`src/rtl/clk_div_pkg.sv`:
```
// Shared types and helpers for the power-of-two clock divider controller.
// Used by clk_div_core, clk_div_sched and the bench.
package clk_div_pkg;

    localparam int NUM_RATIOS = 5;
    localparam int SEL_W      = 3;
    localparam int CNT_W      = NUM_RATIOS - 1;

    typedef enum logic {
        ST_IDLE = 1'b0,
        ST_PEND = 1'b1
    } state_t;

    // Reload value for one half period of ratio sel: 2^sel - 1.
    function automatic logic [CNT_W-1:0] half_period(input logic [SEL_W-1:0] sel);
        logic [CNT_W:0] p;
        p = (CNT_W+1)'(1) << sel;
        return CNT_W'(p - (CNT_W+1)'(1));
    endfunction

endpackage

```
`src/rtl/clk_div_core.sv`:
```
// Half-period down-counter producing div_out / div_tick.
// en low parks the divider low after the current high phase completes.
module clk_div_core #(
    parameter int CNT_W = 4
) (
    input  logic             clk,
    input  logic             reset,
    input  logic             en,
    input  logic             ld,
    input  logic [CNT_W-1:0] ld_val,
    input  logic [CNT_W-1:0] rl_val,
    output logic             bnd,
    output logic             div_out,
    output logic             div_tick
);

    logic [CNT_W-1:0] hcnt;
    logic [CNT_W-1:0] nxt_cnt;

    assign nxt_cnt = ld ? ld_val : rl_val;
    // While parked low, every edge counts as a boundary so pending ratios land.
    assign bnd     = (hcnt == '0) && (div_out || !en);

    always_ff @(posedge clk or posedge reset) begin
        if (reset) begin
            hcnt     <= '0;
            div_out  <= 1'b0;
            div_tick <= 1'b0;
        end else begin
            div_tick <= 1'b0;
            if (hcnt != '0) begin
                hcnt <= hcnt - CNT_W'(1);
            end else if (div_out) begin
                div_out <= 1'b0;
                hcnt    <= en ? nxt_cnt : '0;
            end else if (en) begin
                div_out  <= 1'b1;
                div_tick <= 1'b1;
                hcnt     <= nxt_cnt;
            end
        end
    end

endmodule

```
`src/rtl/clk_div_sched.sv`:
```
// Run-time ratio controller: valid/ready config port, switch at falling boundary.
// Optional CLK_DIV_SCHED_GATE_EN adds the div_en gating input.
module clk_div_sched #(
    parameter int NUM_RATIOS  = clk_div_pkg::NUM_RATIOS,
    parameter int SEL_W       = clk_div_pkg::SEL_W,
    parameter int DEFAULT_SEL = 0
) (
    input  logic             clk,
    input  logic             reset,
`ifdef CLK_DIV_SCHED_GATE_EN
    input  logic             div_en,
`endif
    input  logic             cfg_valid,
    input  logic [SEL_W-1:0] cfg_sel,
    output logic             cfg_ready,
    output logic             cfg_err,
    output logic             cfg_done,
    output logic             busy,
    output logic [SEL_W-1:0] act_sel,
    output logic             div_out,
    output logic             div_tick
);

    import clk_div_pkg::*;

    localparam logic [SEL_W:0]   NR   = NUM_RATIOS[SEL_W:0];
    localparam logic [SEL_W-1:0] DSEL = DEFAULT_SEL[SEL_W-1:0];

    state_t           state, nxt_state;
    logic [SEL_W-1:0] pend_sel, nxt_pend, nxt_act;
    logic             nxt_err, nxt_done;
    logic             en, bnd, ld;

`ifdef CLK_DIV_SCHED_GATE_EN
    assign en = div_en;
`else
    assign en = 1'b1;
`endif

    assign cfg_ready = (state == ST_IDLE);
    assign busy      = (state == ST_PEND);
    assign ld        = busy && bnd;

    clk_div_core #(.CNT_W(CNT_W)) u_core (
        .clk      (clk),
        .reset    (reset),
        .en       (en),
        .ld       (ld),
        .ld_val   (half_period(pend_sel)),
        .rl_val   (half_period(act_sel)),
        .bnd      (bnd),
        .div_out  (div_out),
        .div_tick (div_tick)
    );

    always_comb begin
        nxt_state = state;
        nxt_pend  = pend_sel;
        nxt_act   = act_sel;
        nxt_err   = 1'b0;
        nxt_done  = 1'b0;
        unique case (state)
            ST_IDLE: begin
                if (cfg_valid) begin
                    if ({1'b0, cfg_sel} >= NR) begin
                        nxt_err = 1'b1;
                    end else if (cfg_sel == act_sel) begin
                        nxt_done = 1'b1;
                    end else begin
                        nxt_pend  = cfg_sel;
                        nxt_state = ST_PEND;
                    end
                end
            end
            ST_PEND: begin
                if (bnd) begin
                    nxt_act   = pend_sel;
                    nxt_done  = 1'b1;
                    nxt_state = ST_IDLE;
                end
            end
            default: nxt_state = ST_IDLE;
        endcase
    end

    always_ff @(posedge clk or posedge reset) begin
        if (reset) begin
            state    <= ST_IDLE;
            pend_sel <= DSEL;
            act_sel  <= DSEL;
            cfg_err  <= 1'b0;
            cfg_done <= 1'b0;
        end else begin
            state    <= nxt_state;
            pend_sel <= nxt_pend;
            act_sel  <= nxt_act;
            cfg_err  <= nxt_err;
            cfg_done <= nxt_done;
        end
    end

endmodule

```
`config.mk`:
```
export PLATFORM = sky130hd
export DESIGN_NAME = clk_div_sched
export DESIGN_NICKNAME = d
export VERILOG_FILES = /design/src/rtl/clk_div_pkg.sv /design/src/rtl/clk_div_core.sv /design/src/rtl/clk_div_sched.sv
export SDC_FILE = /design/constraint.sdc
export NUM_CORES = 1
export LEC_CHECK = 0
export CORE_MARGIN = 2
export CORE_UTILIZATION = 50
export DETAILED_ROUTE_END_ITERATION = 10
export MAX_ROUTING_LAYER = met4
export PLACE_DENSITY_LB_ADDON = 0.05
export REMOVE_ABC_BUFFERS = 1
export SKIP_CTS_REPAIR_TIMING = 1
export SLEW_MARGIN = 20
export SYNTH_ARGS = -nofsm -noshare
export SYNTH_HDL_FRONTEND = slang
export SYNTH_SLANG_ARGS = --single-unit
```
`constraint.sdc`:
```
create_clock -name clk -period 3.81 [get_ports clk]
set_clock_uncertainty 0.15 [all_clocks]
set_input_delay 0.9525 -clock clk [delete_from_list [all_inputs] [get_ports clk]]
set_output_delay 0.9525 -clock clk [all_outputs]
set_load 0.005 [all_outputs]
```
==> results of run 1 <==
==> cells in the mapped netlist, drive strengths merged <==
| cell | number | area (µm²) |
|---|---|---|
| dfrtp | 15 | 375 |
| mux2 | 7 | 90.1 |
| xnor2 | 5 | 43.8 |
| nand2 | 4 | 22.5 |
| inv | 3 | 11.3 |
| nor3b | 3 | 22.5 |
| o21ai | 3 | 15.0 |
| a21oi | 2 | 10.0 |
| mux2i | 2 | 20.0 |
| nand3 | 2 | 10.0 |
| nor2 | 2 | 23.8 |
| a211oi | 1 | 7.51 |
| buf | 1 | 11.3 |
| ha | 1 | 12.5 |
| nand2b | 1 | 6.26 |
| nor3 | 1 | 5.00 |
| nor4 | 1 | 6.26 |
| o21a | 1 | 7.51 |
| o21ba | 1 | 10.0 |
| o22ai | 1 | 6.26 |
| o31ai | 1 | 7.51 |
| or4 | 1 | 11.3 |
==> worst max-delay path by stage <==
stage,to,slack (ps),cells after the start
after detailed placement,pend_sel[0]$_DFFE_PP0P_,1250,5
after floorplan,pend_sel[0]$_DFFE_PP0P_,1820,4
after global placement,pend_sel[0]$_DFFE_PP0P_,1270,5
final,cfg_ready,1340,2
after global routing,cfg_ready,1260,2
after CTS,cfg_ready,1320,2
==> layout make-up <==
cell class	count	area (µm²)	area share, %
sequential	15	375	41.3
multi-input combinational	40	338	37.1
timing repair buffer	14	140	15.4
clock buffer	4	26.3	2.89
tap	15	18.8	2.06
inverter	3	11.3	1.24
==> cell families after synthesis <==
| family | Yosys count |
|---|---|
| simple gates | 15 |
| flops | 15 |
| compound gates | 10 |
| mux | 9 |
| xor+xnor | 5 |
| buf+inv | 4 |
| fa+ha+maj | 1 |
==> through the flow <==
stage               util [%]  total power [mW]  std cells  hold slack [ps]
floorplan                  -             0.511         58              317
global placement        66.2             0.630         87              345
detailed placement      66.2             0.638         87              354
CTS                     68.2             0.730         91              367
global route            68.2             0.774         91              386
finish                  68.2             0.719         91              359
==> critical path: stages (launching register included) <==
cell and delay, ps:
dfrtp_1 470, inv_1 110, clkdlybuf4s50_1 500
==> routing by layer <==
| metal | share of wire, % | track usage, % | vias to the layer above |
|---|---|---|---|
| met5 | 0 | - | - |
| li1 | - | - | 245 |
| met1 | 48 | 20.8 | 228 |
| met3 | 5.1 | 5.60 | 4 |
| met2 | 45 | 23.7 | 15 |
| met4 | 2.2 | 9.38 | 0 |
==> state kept, by name (all words and copies together) (netlist names) <==
name	count
cfg_err	1
cfg_done	1
u_core.div_out	1
act_sel	3
busy	1
u_core.div_tick	1
pend_sel	3
u_core.hcnt	4
==> power breakdown <==
part / leakage [nW] / total, mW / internal (mW) / switching, mW
Combinational: 0.206 / 0.312 / 0.192 / 0.120
Sequential: 0.185 / 0.315 / 0.229 / 0.0859
Clock: 0.0150 / 0.0920 / 0.0408 / 0.0513
==> run summary, run 1 <==
count of cell types in the netlist -> 25
area share of fa/ha/maj cells after synthesis -> 1.70%
static leakage -> 0.406 nW
root buf cell -> clkbuf_4
initial antenna violation count -> 0
min-delay src -> u_core.hcnt[0]$_DFF_PP0_
iteration count of the initial detailed-routing pass -> 2
first-pass GRT wire length -> 2100 µm
grt ovf -> 0
vias in the first global route -> 460
DRC violations left -> 0
nets@finish -> 84
Vias -> 492
Worst-Skew Late Latency -> 290 ps
hpwl dp -> 939 µm
Syn. warnings -> 0
sequential-to-total area share from yosys stat -> 51.0%
Die ar. -> 0.00179 mm²
result of the run -> finished clean
initial cell density of the core -> 55.2%
CP Class -> reg -> out
die span in x -> 42.4 µm
period utilisation layout -> 64.9%
#FFs+latches synth -> 15
Worst Hold Path EP -> u_core.hcnt[0]$_DFF_PP0_
core area -> 0.00133 mm²
clock sinks -> 15
remaining antenna violation count after routing -> 0
Inserted Diodes -> 0
Cell Pwr Density -> 790 mW/mm²
P&R area growth vs syn -> 23.6%
R2R cell count -> 5
crit path launch -> busy$_DFF_PP0_
largest family of logic cells by synthesized area -> multiplexers
Min-Delay Path Class -> reg -> reg
Avg Cell Area, Syn -> 12.5 µm²
Avg WL per Cell -> 13.4 µm
Global Route Usage Sum -> 16.7%
Syn Inst Count -> 59
post-synthesis simple-gate area fraction -> 14.6%
Port-buffer cells -> 14
crit path DAT -> 1370 ps
most frequent cells in the layout -> dfrtp_1 (15), clkdlybuf4s50_1 (14), xnor2_1 (5)
Peak supply drop -> 0.379 mV
worst r2r dst -> u_core.hcnt[2]$_DFF_PP0_
crit start category -> flip-flop
vias per inst -> 5.41
Slew HR -> 63.2%
Slew Limit Fails -> 0
Setup TNS -> 0 ps
critical path capture point type -> output port
crit path time final -> 2470 ps
flop-to-flop setup slack -> 1910 ps
cell row count -> 13
worst-margin pin slew -> 547 ps
CP Data Required Time -> 2710 ps
commonest non-fill, non-tap cell in the layout -> dfrtp_1
RSZ-0062 raised after global routing -> no
largest net degree at the start of global routing -> 16
drt initial violations -> 7
Final Hold Viols -> 0
post-synthesis mux area share -> 15.0%
TritonCTS buffer count -> 3
max frequency -> 0.405 GHz
TritonCTS clock tree -> built
final instance area -> 910 µm²
CTS H-tree lvls -> 1
dpl ws -> 1250 ps
DIE HEIGHT -> 42.4 µm
WHS Path Cells -> 1
io pins -> 15
Detailed Route WL -> 1220 µm
Reg-to-Reg Start -> u_core.hcnt[1]$_DFF_PP0_
XOR/XNOR Fraction of Synth Area -> 5.95%
fin worst setup slack -> 1340 ps
placed inst area -> 883 µm²
CP max FO -> 6
# setup viols final -> 0
total of max-cap violations -> 0
Clock Path Buffers -> 2
Synth Area in Compound Gates -> 8.67%
proportion of layout cells with a drive suffix above 1 -> 18.4%
placer congestion estimate -> 0.781
# fillers -> 105
area of the mapped netlist -> 736 µm²
Clock Pin Slew Worst Setup and Hold Paths -> 90 ps
Note: power is estimated with default switching activity, not from simulation.
==> run 2: changes to the inputs <==
CORE_UTILIZATION = 48   (was 50)
clock period = 2.56 ns   (was 3.81 ns; I/O delays follow)
==> run 2 against run 1 <==
  * Flip-flop and latch count unchanged
  * Critical endpoint unchanged
  * Die area increased by 3.8%
  * Sequential power rose by 49%
  * Critical path type unchanged
  * Hold slack better by 1.5 ps
  * Critical path depth did not move
  * Count of clock-buffer cells in the layout did not move
  * Setup slack worse by 930 ps
  * Non-clock buffer count unchanged
==> run summary, run 2 (synthesis results as in run 1) <==
Detailed Route WL -> 1260 µm
Vias -> 486
Cell Pwr Density -> 1180 mW/mm²
Slew HR -> 61.7%
biggest regs -> u_core.hcnt (4), act_sel (3), pend_sel (3)
CP Data Required Time -> 1770 ps
total of max-cap violations -> 0
max reg flops -> 4
CP Class -> reg -> out
Peak supply drop -> 0.581 mV
Final Hold Viols -> 0
RSZ-0062 raised after global routing -> no
Post-Layout Cell Count -> 92
Clock Pin Slew Worst Setup and Hold Paths -> 80 ps
Inserted Diodes -> 0
Avg WL per Cell -> 13.7 µm
Biggest register -> u_core.hcnt
WL met1 -> 556 µm
remaining antenna violation count after routing -> 0
DRC violations left -> 0
TritonCTS clock tree -> built
Worst-Skew Late Latency -> 280 ps
PnR Total Power -> 1.07 mW
iteration count of the initial detailed-routing pass -> 4
cell row count -> 14
critical path capture point type -> output port
hpwl dp -> 979 µm
placer congestion estimate -> 0.703
Die ar. -> 0.00186 mm²
# fillers -> 132
largest net degree at the start of global routing -> 16
worst-margin pin slew -> 569 ps
result of the run -> finished clean
Slew Limit Fails -> 0
Port-buffer cells -> 14
CP max FO -> 6
placed inst area -> 885 µm²
Reg-to-Reg Start -> u_core.hcnt[1]$_DFF_PP0_
grt ovf -> 0
# placed instances -> 88
Min-Delay Path Class -> reg -> reg
first-pass GRT wire length -> 2240 µm
crit start category -> flip-flop
Global Route Usage Sum -> 16.6%
uppermost routed layer -> met4
commonest non-fill, non-tap cell in the layout -> dfrtp_1
P&R area growth vs syn -> 23.8%
Setup TNS -> 0 ps
final instance area -> 911 µm²
# setup viols final -> 0
crit path time final -> 2150 ps
root buf cell -> clkbuf_4
met2 wire length -> 625 µm
Finished Core Util -> 61.9%
crit path launch -> busy$_DFF_PP0_
crit path DAT -> 1360 ps
max frequency -> 0.465 GHz
nets@finish -> 84
TritonCTS buffer count -> 3
min-delay src -> u_core.hcnt[0]$_DFF_PP0_
drt initial violations -> 3
proportion of layout cells with a drive suffix above 1 -> 18.4%
vias in the first global route -> 500
most frequent cells in the layout -> dfrtp_1 (15), clkdlybuf4s50_1 (14), xnor2_1 (5)
core area -> 0.00147 mm²
Clock Path Buffers -> 2
routed wl met3 -> 63 µm
initial antenna violation count -> 0
static leakage -> 0.406 nW
CTS H-tree lvls -> 1
clock sinks -> 15
DIE HEIGHT -> 43.2 µm
period utilisation layout -> 84.1%
die span in x -> 43.2 µm
io pins -> 15
vias per inst -> 5.28
initial cell density of the core -> 50.0%
-- run 2: cell counts in the layout (fill, tap and decap cells not counted) --
Identical to the previous run, type by type.
-- run 2: report_power, final --
group / leakage, nW / switching (mW) / internal [mW]
registers: 0.185 / 0.128 / 0.341
clock network: 0.0150 / 0.0733 / 0.0604
logic: 0.206 / 0.181 / 0.287
-- run 2: worst max-delay path, stage by stage (launching register included) --
cell and delay, ps:
dfrtp_1 470, inv_1 120, clkdlybuf4s50_1 500
-- run 2: path summary, 6_finish.rpt --
kind                                        endpoint  slack, ps  cells after the start
setup / recovery                           cfg_ready        410                      2
min in group asynchronous  u_core.div_tick$_DFF_PP0_        560                      2
hold reg to reg             u_core.hcnt[0]$_DFF_PP0_        360                      1
max in group asynchronous   u_core.hcnt[0]$_DFF_PP0_       1330                      2
hold / removal              u_core.hcnt[0]$_DFF_PP0_        360                      1
setup reg to reg            u_core.hcnt[2]$_DFF_PP0_        610                      5
-- run 2: cell type report --
type / count / area, µm² / area share (%)
clock buffer: 4 / 26.3 / 2.88
inverter: 3 / 11.3 / 1.24
multi-input combinational: 40 / 338 / 37.1
sequential: 15 / 375 / 41.2
tap: 16 / 20.0 / 2.20
timing repair buffer: 14 / 140 / 15.4
-- run 2: metrics by stage --
step,setup slack (ps),hold WS [ps]
final,408,361
after detailed placement,295,350
after global placement,336,339
after CTS,383,363
after floorplan,824,317
after global routing,360,383
-- run 2: layer usage --
| metal | track usage, % | vias up |
|---|---|---|
| li1 | - | 243 |
| met1 | 21.2 | 228 |
| met2 | 25.7 | 13 |
| met3 | 2.98 | 2 |
| met4 | 7.27 | 0 |
| met5 | - | - |
==> run 3: changes to the inputs <==
CORE_UTILIZATION = 43   (was 48)
clock period = 1.8 ns   (was 2.56 ns; I/O delays follow)
==> run 3 against run 2 <==
  * Hold slack got worse by 48 ps
  * Power rose by 66%
  * Setup slack got worse by 380 ps
  * Cell area rose by 17%
  * Count of clock-buffer cells in the layout did not move
  * Non-clock buffer count rose by 16
  * Highest routed layer unchanged
  * Largest power group is now combinational cells
  * Largest cell class unchanged
  * Clock power rose by 43%
  * Utilization rose by 6.4 points
  * Routed wire length rose by 17%
  * Combinational power rose by 100%
  * Critical path depth rose by 3
  * Critical endpoint is now pend_sel[0]$_DFFE_PP0P_
==> run summary, run 3 (synthesis results as in run 1) <==
commonest non-fill, non-tap cell in the layout -> buf_4
result of the run -> finished clean
combinational power share -> 53.2%
DRC violations left -> 0
P&R area growth vs syn -> 44.7%
Inserted Diodes -> 0
hpwl dp -> 1070 µm
critical path capture point type -> flip-flop
crit path DAT -> 1790 ps
Final Hold Viols -> 0
Detailed Route WL -> 1470 µm
Avg WL per Cell -> 13.6 µm
static leakage -> 0.531 nW
worst-margin pin slew -> 213 ps
# placed instances -> 95
PnR Total Power -> 1.78 mW
Min-Delay Path Class -> in -> async
largest net degree at the start of global routing -> 16
CP Class -> in -> reg
max frequency -> 0.565 GHz
Slew Limit Fails -> 0
Port-buffer cells -> 14
proportion of layout cells with a drive suffix above 1 -> 41.3%
placed inst area -> 937 µm²
initial cell density of the core -> 47.2%
cell row count -> 14
fin worst setup slack -> 29.4 ps
Peak supply drop -> 0.911 mV
drt initial violations -> 3
# setup viols final -> 0
final instance area -> 0.00106 mm²
CP max FO -> 4
period utilisation layout -> 98.4%
CTS H-tree lvls -> 1
iteration count of the initial detailed-routing pass -> 2
Psw -> 610 µW
TritonCTS buffer count -> 3
total of max-cap violations -> 0
clock sinks -> 15
remaining antenna violation count after routing -> 0
biggest regs -> u_core.hcnt (4), act_sel (3), pend_sel (3)
Post-Layout Cell Count -> 108
Sw Share -> 34.3%
placer congestion estimate -> 0.811
DIE HEIGHT -> 45.4 µm
vias per inst -> 5.19
nets@finish -> 100
clock group share of total power -> 10.7%
most frequent cells in the layout -> buf_4 (16), dfrtp_1 (10), clkdlybuf4s50_1 (9)
Die ar. -> 0.00206 mm²
dpl ws -> -309 ps
io pins -> 15
max reg flops -> 4
die span in x -> 45.4 µm
Global Route Usage Sum -> 16.4%
Vias -> 560
grt ovf -> 0
crit path time final -> 1770 ps
P_int -> 1.17 mW
root buf cell -> clkbuf_4
initial antenna violation count -> 0
core area -> 0.00156 mm²
Cell Pwr Density -> 1670 mW/mm²
CP Data Required Time -> 1820 ps
vias in the first global route -> 527
Clock Path Buffers -> 2
Clock Pin Slew Worst Setup and Hold Paths -> 90 ps
Worst-Skew Late Latency -> 280 ps
TritonCTS clock tree -> built
Biggest register -> u_core.hcnt
Slew HR -> 85.7%
first-pass GRT wire length -> 2310 µm
crit start category -> input port
power share of the sequential group -> 36.1%
==> run 3: final cells by class <==
type	instances	area [µm²]
clock buffer	4	26.3
fill	122	494
inverter	3	11.3
multi-input combinational	40	353
sequential	15	382
tap	16	20.0
timing repair buffer	30	273
==> run 3: path summary, 6_finish.rpt <==
path	start	endpoint	cells after the start	slack, ps
setup reg to reg	act_sel[2]$_DFFE_PP0N_	pend_sel[0]$_DFFE_PP0P_	6	50
hold reg to reg	u_core.hcnt[0]$_DFF_PP0_	u_core.hcnt[0]$_DFF_PP0_	1	380
setup / recovery	cfg_sel[0]	pend_sel[0]$_DFFE_PP0P_	5	30
hold / removal	reset	cfg_err$_DFF_PP0_	3	310
max in group asynchronous	reset	busy$_DFF_PP0_	3	1000
min in group clk	cfg_sel[2]	cfg_err$_DFF_PP0_	3	340
==> run 3: layer usage <==
layer | global-route usage [%] | vias to the layer above | wire [µm]
li1 | - | 275 | -
met3 | 2.40 | 2 | 46
met1 | 20.7 | 271 | 666
met4 | 5.29 | 0 | 15
met2 | 27.1 | 12 | 737
met5 | - | - | 0
==> run 3: per-stage QoR <==
stage	hold slack [ps]	util [%]	setup TNS (ps)
5_1_grt	339	68.3	-45.5
3_5_place_dp	358	60.1	-958
4_1_cts	317	61.8	-672
3_3_place_gp	343	60.1	-753
2_1_floorplan	201	-	0
6_report	313	68.3	0
==> run 3: power groups by stage <==
| stage | Clock [mW] | Combinational (mW) | Sequential (mW) |
|---|---|---|---|
| global route | 0.216 | 1.03 | 0.665 |
| CTS | 0.198 | 0.757 | 0.674 |
| finish | 0.191 | 0.947 | 0.641 |
| detailed placement | 0 | 0.753 | 0.681 |
| global placement | 0 | 0.743 | 0.676 |
| floorplan | 0 | 0.442 | 0.641 |
==> run 3: critical path: stages <==
cell,delay (ps)
clkdlybuf4s50_1,530
xnor2_1,130
nand3_1,130
nand2b_1,180
mux2_2,360
